### config.mk
export PLATFORM = sky130hd
export DESIGN_NAME = apb_arb_master_flat
export DESIGN_NICKNAME = d
export VERILOG_FILES = /design/src/rtl/apb_pkg.sv /design/src/rtl/apb_arb_master_if.sv /design/src/rtl/apb_rr_arbiter.sv /design/src/rtl/apb_arb_master.sv /design/src/flat_wrapper.sv
export SDC_FILE = /design/constraint.sdc
export NUM_CORES = 1
export LEC_CHECK = 0
export ABC_AREA = 1
export CAP_MARGIN = 20
export CORE_AREA = 2 2 105 107
export DETAILED_ROUTE_END_ITERATION = 10
export DIE_AREA = 0 0 107 109
export DONT_BUFFER_PORTS = 1
export GPL_TIMING_DRIVEN = 0
export PLACE_DENSITY_LB_ADDON = 0.15
export SLEW_MARGIN = 20
export SYNTH_ARGS = -nofsm -noshare
export SYNTH_HDL_FRONTEND = slang
export SYNTH_SLANG_ARGS = --single-unit
### constraint.sdc
create_clock -name PCLK -period 4.2 [get_ports PCLK]
set_clock_uncertainty 0.05 [all_clocks]
set_input_delay 1.05 -clock PCLK [delete_from_list [all_inputs] [get_ports PCLK]]
set_output_delay 1.05 -clock PCLK [all_outputs]
set_load 0.02 [all_outputs]
### src/rtl/apb_pkg.sv
// Shared defaults and state encoding for the arbitrated APB master.
package apb_pkg;

  localparam int APB_ADDR_WIDTH = 32;
  localparam int APB_DATA_WIDTH = 32;
  localparam int APB_TIMEOUT    = 16;

  typedef enum logic [1:0] {
    IDLE   = 2'd0,
    SETUP  = 2'd1,
    ACCESS = 2'd2
  } apb_state_e;

endpackage

### src/rtl/apb_arb_master_if.sv
// Requester command/response bundle plus the APB master-side bus.
interface apb_arb_master_if #(
  parameter int NREQ       = 2,
  parameter int ADDR_WIDTH = 32,
  parameter int DATA_WIDTH = 32
);
  logic [NREQ-1:0]            req_valid;
  logic [NREQ-1:0]            req_ready;
  logic [NREQ-1:0]            req_write;
  logic [NREQ*ADDR_WIDTH-1:0] req_addr;
  logic [NREQ*DATA_WIDTH-1:0] req_wdata;
  logic [NREQ-1:0]            rsp_valid;
  logic [DATA_WIDTH-1:0]      rsp_rdata;
  logic                       rsp_err;
  logic                       PSELx;
  logic                       PENABLE;
  logic                       PWRITE;
  logic [ADDR_WIDTH-1:0]      PADDR;
  logic [DATA_WIDTH-1:0]      PWDATA;
  logic [DATA_WIDTH-1:0]      PRDATA;
  logic                       PREADY;
  logic                       PSLVERR;
  logic                       timeout_o;

  modport master (
    input  req_valid, req_write, req_addr, req_wdata, PRDATA, PREADY, PSLVERR,
    output req_ready, rsp_valid, rsp_rdata, rsp_err,
           PSELx, PENABLE, PWRITE, PADDR, PWDATA, timeout_o
  );

  modport slave (
    output req_valid, req_write, req_addr, req_wdata, PRDATA, PREADY, PSLVERR,
    input  req_ready, rsp_valid, rsp_rdata, rsp_err,
           PSELx, PENABLE, PWRITE, PADDR, PWDATA, timeout_o
  );
endinterface

### src/rtl/apb_rr_arbiter.sv
// Round-robin arbiter: combinational winner search from the pointer,
// pointer advances to winner+1 on each accept.
module apb_rr_arbiter #(
  parameter  int NREQ = 2,
  localparam int IW   = (NREQ > 1) ? $clog2(NREQ) : 1
) (
  input  logic            PCLK,
  input  logic            PRESETn,
  input  logic [NREQ-1:0] req,
  input  logic            accept,
  output logic [NREQ-1:0] grant,
  output logic [IW-1:0]   winner,
  output logic            any
);

  logic [IW-1:0] ptr;
  logic [IW:0]   idx;

  always_comb begin
    grant  = '0;
    winner = '0;
    any    = 1'b0;
    idx    = '0;
    for (int k = 0; k < NREQ; k++) begin
      idx = {1'b0, ptr} + (IW+1)'(k);
      if (idx >= (IW+1)'(NREQ)) idx = idx - (IW+1)'(NREQ);
      if (!any && req[idx[IW-1:0]]) begin
        any                = 1'b1;
        winner             = idx[IW-1:0];
        grant[idx[IW-1:0]] = 1'b1;
      end
    end
  end

  always_ff @(posedge PCLK or negedge PRESETn) begin
    if (!PRESETn) begin
      ptr <= '0;
    end else if (accept) begin
      ptr <= (winner == IW'(NREQ - 1)) ? '0 : winner + 1'b1;
    end
  end

endmodule

### src/rtl/apb_arb_master.sv
// APB master shared by NREQ requesters through a round-robin arbiter,
// with per-transfer wait-state timeout.
//
// state  | meaning
// IDLE   | bus idle, arbiter may accept a command
// SETUP  | PSELx=1 PENABLE=0, one cycle
// ACCESS | PSELx=1 PENABLE=1, wait for PREADY or timeout
module apb_arb_master
  import apb_pkg::*;
#(
  parameter int ADDR_WIDTH = APB_ADDR_WIDTH,
  parameter int DATA_WIDTH = APB_DATA_WIDTH,
  parameter int NREQ       = 2,
  parameter int TIMEOUT    = APB_TIMEOUT
) (
  input logic              PCLK,
  input logic              PRESETn,
  apb_arb_master_if.master bus
);

  localparam int IW = (NREQ > 1) ? $clog2(NREQ) : 1;
  localparam int CW = $clog2(TIMEOUT + 1);

  apb_state_e            state;
  logic [IW-1:0]         winner;
  logic [IW-1:0]         owner;
  logic [NREQ-1:0]       grant;
  logic                  any;
  logic                  ready_en;
  logic                  accept;
  logic [CW-1:0]         wait_cnt;
  logic                  sel_write;
  logic [ADDR_WIDTH-1:0] sel_addr;
  logic [DATA_WIDTH-1:0] sel_wdata;

  apb_rr_arbiter #(.NREQ(NREQ)) u_arb (
    .PCLK    (PCLK),
    .PRESETn (PRESETn),
    .req     (bus.req_valid),
    .accept  (accept),
    .grant   (grant),
    .winner  (winner),
    .any     (any)
  );

  // A new command can be taken when idle or on the completing ACCESS cycle.
  assign ready_en      = PRESETn && ((state == IDLE) || ((state == ACCESS) && bus.PREADY));
  assign bus.req_ready = ready_en ? grant : '0;
  assign accept        = ready_en && any;

  always_comb begin
    sel_write = 1'b0;
    sel_addr  = '0;
    sel_wdata = '0;
    for (int i = 0; i < NREQ; i++) begin
      if (winner == IW'(i)) begin
        sel_write = bus.req_write[i];
        sel_addr  = bus.req_addr[i*ADDR_WIDTH +: ADDR_WIDTH];
        sel_wdata = bus.req_wdata[i*DATA_WIDTH +: DATA_WIDTH];
      end
    end
  end

  always_ff @(posedge PCLK or negedge PRESETn) begin
    if (!PRESETn) begin
      state         <= IDLE;
      owner         <= '0;
      wait_cnt      <= '0;
      bus.PSELx     <= 1'b0;
      bus.PENABLE   <= 1'b0;
      bus.PWRITE    <= 1'b0;
      bus.PADDR     <= '0;
      bus.PWDATA    <= '0;
      bus.rsp_valid <= '0;
      bus.rsp_rdata <= '0;
      bus.rsp_err   <= 1'b0;
      bus.timeout_o <= 1'b0;
    end else begin
      bus.rsp_valid <= '0;
      bus.rsp_rdata <= '0;
      bus.rsp_err   <= 1'b0;
      bus.timeout_o <= 1'b0;
      case (state)
        IDLE: begin
          if (accept) begin
            state       <= SETUP;
            owner       <= winner;
            bus.PSELx   <= 1'b1;
            bus.PENABLE <= 1'b0;
            bus.PWRITE  <= sel_write;
            bus.PADDR   <= sel_addr;
            bus.PWDATA  <= sel_wdata;
          end
        end
        SETUP: begin
          state       <= ACCESS;
          bus.PENABLE <= 1'b1;
          wait_cnt    <= CW'(TIMEOUT - 1);
        end
        ACCESS: begin
          if (bus.PREADY) begin
            bus.rsp_valid[owner] <= 1'b1;
            bus.rsp_rdata        <= bus.PWRITE ? '0 : bus.PRDATA;
            bus.rsp_err          <= bus.PSLVERR;
            bus.PENABLE          <= 1'b0;
            if (accept) begin
              state      <= SETUP;
              owner      <= winner;
              bus.PWRITE <= sel_write;
              bus.PADDR  <= sel_addr;
              bus.PWDATA <= sel_wdata;
            end else begin
              state     <= IDLE;
              bus.PSELx <= 1'b0;
            end
          end else if (wait_cnt == '0) begin
            // Terminal count reached with PREADY still low: abort.
            state                <= IDLE;
            bus.PSELx            <= 1'b0;
            bus.PENABLE          <= 1'b0;
            bus.rsp_valid[owner] <= 1'b1;
            bus.rsp_err          <= 1'b1;
            bus.timeout_o        <= 1'b1;
          end else begin
            wait_cnt <= wait_cnt - 1'b1;
          end
        end
        default: begin
          state       <= IDLE;
          bus.PSELx   <= 1'b0;
          bus.PENABLE <= 1'b0;
        end
      endcase
    end
  end

endmodule

### src/flat_wrapper.sv
// flat-port wrapper written by rule: the top's interface ports become plain ports
module apb_arb_master_flat import apb_pkg::*;
#(
  parameter int ADDR_WIDTH = APB_ADDR_WIDTH,
  parameter int DATA_WIDTH = APB_DATA_WIDTH,
  parameter int NREQ       = 2,
  parameter int TIMEOUT    = APB_TIMEOUT
)
  (PCLK, PRESETn, bus_req_valid, bus_req_write, bus_req_addr, bus_req_wdata, bus_PRDATA, bus_PREADY, bus_PSLVERR, bus_req_ready, bus_rsp_valid, bus_rsp_rdata, bus_rsp_err, bus_PSELx, bus_PENABLE, bus_PWRITE, bus_PADDR, bus_PWDATA, bus_timeout_o);
  apb_arb_master_if #(.NREQ(NREQ), .ADDR_WIDTH(ADDR_WIDTH), .DATA_WIDTH(DATA_WIDTH)) bus_i ();
  input logic PCLK;
  input logic PRESETn;
  input wire logic [$bits(bus_i.req_valid)-1:0] bus_req_valid;
  input wire logic [$bits(bus_i.req_write)-1:0] bus_req_write;
  input wire logic [$bits(bus_i.req_addr)-1:0] bus_req_addr;
  input wire logic [$bits(bus_i.req_wdata)-1:0] bus_req_wdata;
  input wire logic [$bits(bus_i.PRDATA)-1:0] bus_PRDATA;
  input wire logic [$bits(bus_i.PREADY)-1:0] bus_PREADY;
  input wire logic [$bits(bus_i.PSLVERR)-1:0] bus_PSLVERR;
  output wire logic [$bits(bus_i.req_ready)-1:0] bus_req_ready;
  output wire logic [$bits(bus_i.rsp_valid)-1:0] bus_rsp_valid;
  output wire logic [$bits(bus_i.rsp_rdata)-1:0] bus_rsp_rdata;
  output wire logic [$bits(bus_i.rsp_err)-1:0] bus_rsp_err;
  output wire logic [$bits(bus_i.PSELx)-1:0] bus_PSELx;
  output wire logic [$bits(bus_i.PENABLE)-1:0] bus_PENABLE;
  output wire logic [$bits(bus_i.PWRITE)-1:0] bus_PWRITE;
  output wire logic [$bits(bus_i.PADDR)-1:0] bus_PADDR;
  output wire logic [$bits(bus_i.PWDATA)-1:0] bus_PWDATA;
  output wire logic [$bits(bus_i.timeout_o)-1:0] bus_timeout_o;
  assign bus_i.req_valid = bus_req_valid;
  assign bus_i.req_write = bus_req_write;
  assign bus_i.req_addr = bus_req_addr;
  assign bus_i.req_wdata = bus_req_wdata;
  assign bus_i.PRDATA = bus_PRDATA;
  assign bus_i.PREADY = bus_PREADY;
  assign bus_i.PSLVERR = bus_PSLVERR;
  assign bus_req_ready = bus_i.req_ready;
  assign bus_rsp_valid = bus_i.rsp_valid;
  assign bus_rsp_rdata = bus_i.rsp_rdata;
  assign bus_rsp_err = bus_i.rsp_err;
  assign bus_PSELx = bus_i.PSELx;
  assign bus_PENABLE = bus_i.PENABLE;
  assign bus_PWRITE = bus_i.PWRITE;
  assign bus_PADDR = bus_i.PADDR;
  assign bus_PWDATA = bus_i.PWDATA;
  assign bus_timeout_o = bus_i.timeout_o;
  apb_arb_master #(.ADDR_WIDTH(ADDR_WIDTH), .DATA_WIDTH(DATA_WIDTH), .NREQ(NREQ), .TIMEOUT(TIMEOUT)) u_core (.PCLK(PCLK), .PRESETn(PRESETn), .bus(bus_i));
endmodule
==> flow_metrics.py <==
metrics = {
    "synthesis": {
        "synth.area.top_cells": "dfrtp_1 (56%), nand2_1 (31%), nor2_1 (3.8%)",
        "synth_area_um2": 4970,
        "synth_top_area_cell": "dfrtp_1",
        "synth_seq_cells": 111,
        "synth-warning-count": 0,
        "synth_top_area_frac": 0.559,
        "synth_cell_types": 20,
        "ys_seq_area_frac": 0.559,
        "synth_cells": 667,
        "syn_nets": 836,
        "synth_area_per_cell_um2": 7.45,
    },
    "flow_run": {
        "maxCapViolCount": 0,
    },
    "timing": {
        "layout_min_cycle_time_ns": 3.16,
        "holdWs_ns": 0.297,
        "slew_headroom": 0.679,
        "finalSetupViolCount": 0,
        "rsz0062_at_grt": "false",
        "tns_ns": 0,
        "tightest_slew_ns": 0.482,
        "timing_hold_violations_final": 0,
        "slew_violations": 0,
        "fmax_mhz": 316,
        "timing.final.crit_share": 0.753,
    },
    "drt": {
        "via_count": 4042,
        "first_pass_iters": 4,
        "drt-total-wl_um": 12800,
        "drc_errors": 0,
        "ant_nets": 0,
        "wire_per_inst_um": 15.5,
        "drt_iter0_markers": 223,
        "vias_per_cell": 4.91,
    },
    "clock_tree": {
        "htree_levels": 3,
        "cts_resized": 0,
        "cts_buffers": 9,
        "cts_tree": "done",
        "postCtsSetupRepairBufs": 0,
        "worstSkewPairLatency_ns": 0.38,
        "clock_path_buffers": 2,
        "clkSinkCount": 111,
        "clk_pin_slew_worst_paths_ns": 0.11,
        "ctsHoldBuffers": 0,
        "root_buffer": "clkbuf_8",
    },
    "run_status": {
        "status": "finished, final reports clean",
    },
    "worst_setup_path": {
        "worstSetupStartpointType": "input pin",
        "worstPathRequired_ns": 3.10,
        "crit_chain": "inv_1 > nor2_1 > nand3_2 > clkbuf_1 > nor2_1",
        "reg2reg_depth": 5,
        "path_class": "input pin to output port",
        "crit_path_end_kind": "output port",
        "cpMostUsedCell": "nor2_1",
        "critPathBufInv": 2,
        "cp.depth": 5,
        "critPathMaxFanout": 112,
        "crit_path_top_delay_cell": "nor2_1",
        "worstPathArrival_ns": 2.06,
        "critical_path.top_delay_family": "simple AND/OR/NAND/NOR gates",
        "cpPeakStageDelay_ns": 0.36,
    },
    "final_layout": {
        "diodes": 0,
        "area_growth_pct": 7.15,
        "drive_above_1_share": 0.0717,
        "finalNetCount": 847,
    },
    "global_routing": {
        "grtUsageTotal": 0.219,
        "antenna_found_initial": 0,
        "grt_pass1_wl_um": 19500,
        "grt_max_degree": 113,
        "grt_overflow": 0,
        "grt_pass1_vias": 3798,
    },
    "floorplanning": {
        "start_util": 0.469,
        "coreArea_um2": 10600,
        "die_y_um": 109,
        "io_pins": 273,
        "dieArea_um2": 11700,
        "placementRows": 38,
        "die_w_um": 107,
    },
    "placement": {
        "hpwlAfterDp_um": 9510,
        "portBuffers": 0,
        "gp_congestion": 0.835,
    },
    "power_and_ir_drop": {
        "power.density_nw_per_um2": 528,
        "vdd_drop_max_uv": 230,
        "p_leak_nw": 3.19,
    },
    "hold_path": {
        "hold_path.class": "input pin to async pin",
    },
}
stage by stage:
stage	area, µm²	setup slack, ns	util	power, mW	instances
CTS	5320	1.04	0.502	2.83	823
global route	5320	0.950	0.502	2.98	823
finish	5320	1.04	0.502	2.81	823
global placement	5140	1.02	0.485	2.20	807
floorplan	4970	1.29	-	2.05	667
detailed placement	5140	1.04	0.485	2.23	807
power breakdown:
part / internal, mW / switching [mW]
clock network: 0.223 / 0.385
registers: 1.28 / 0.420
logic: 0.182 / 0.320
final cells by class:
type | count | area (µm²)
plain buffers | 31 | 174
clock buffers | 9 | 124
clock inverters | 7 | 56.3
fillers | 1045 | 5280
inverters | 47 | 176
multi-input cells | 478 | 1840
flip-flops and latches | 111 | 2780
well taps | 140 | 175
synthesized netlist by cell type:
cell type	number
a21oi_1	2
a21oi_2	1
buf_2	19
buf_4	3
buf_6	3
clkbuf_1	6
dfrtp_1	111
ha_1	1
inv_1	44
inv_2	3
nand2_1	411
nand3_1	5
nand3_2	1
nand3b_1	1
nor2_1	50
nor2_2	1
nor3_1	1
o21ai_0	1
o21bai_1	1
or2_2	2
state kept, by name (all words and copies together) (netlist names):
signal                flops
u_core.bus.PADDR         32
u_core.bus.PENABLE        1
u_core.bus.PSELx          1
u_core.bus.PWDATA        32
u_core.bus.PWRITE         1
u_core.bus.rsp_err        1
u_core.bus.rsp_rdata     32
u_core.bus.rsp_valid      2
u_core.bus.timeout_o      1
u_core.owner              1
u_core.state              1
u_core.u_arb.ptr          1
u_core.wait_cnt           5
cell usage in the layout (no fill, tap or decap), drive strengths merged, types with 2 or more instances in the layout:
| master | instances |
|---|---|
| clkbuf | 15 |
| nand3 | 6 |
| nand2 | 411 |
| inv | 49 |
| a21oi | 3 |
| dfrtp | 111 |
| nor2 | 51 |
| or2 | 2 |
| clkinv | 4 |
| buf | 25 |
final timing paths:
| kind | to | from | slack (ns) |
|---|---|---|---|
| setup / recovery | bus_req_ready[1] | PRESETn | 1.04 |
| hold / removal | u_core.bus.PADDR[31]$_DFFE_PN0P_ | PRESETn | 0.30 |
| setup reg to reg | u_core.u_arb.ptr$_DFFE_PN0P_ | u_core.bus.PENABLE$_DFFE_PN0P_ | 2.54 |
| hold reg to reg | u_core.bus.rsp_valid[0]$_DFF_PN0_ | u_core.owner$_DFFE_PN0P_ | 0.38 |
| max in group asynchronous | u_core.bus.PADDR[28]$_DFFE_PN0P_ | PRESETn | 3.64 |
| min in group PCLK | u_core.bus.rsp_valid[0]$_DFF_PN0_ | u_core.owner$_DFFE_PN0P_ | 0.38 |
cell families (layout without fill, tap and decap cells):
| kind of cell | count (synthesis) | in the layout | share of synthesized area |
|---|---|---|---|
| simple gates | 472 | 472 | 0.362 |
| fa+ha+maj | 1 | 1 | 0.00252 |
| compound gates | 5 | 5 | 0.00630 |
| buf+inv | 78 | 94 | 0.0705 |
| flops | 111 | 111 | 0.559 |
layer usage:
metal / wire length (µm) / vias up / GRT usage
li1: - / 1969 / -
met2: 6480 / 167 / 0.377
met5: 0 / - / 0
met3: 1070 / 9 / 0.0681
met4: 131 / 0 / 0.0640
met1: 5090 / 1897 / 0.267
No activity file was read; power rests on OpenSTA's default activity.
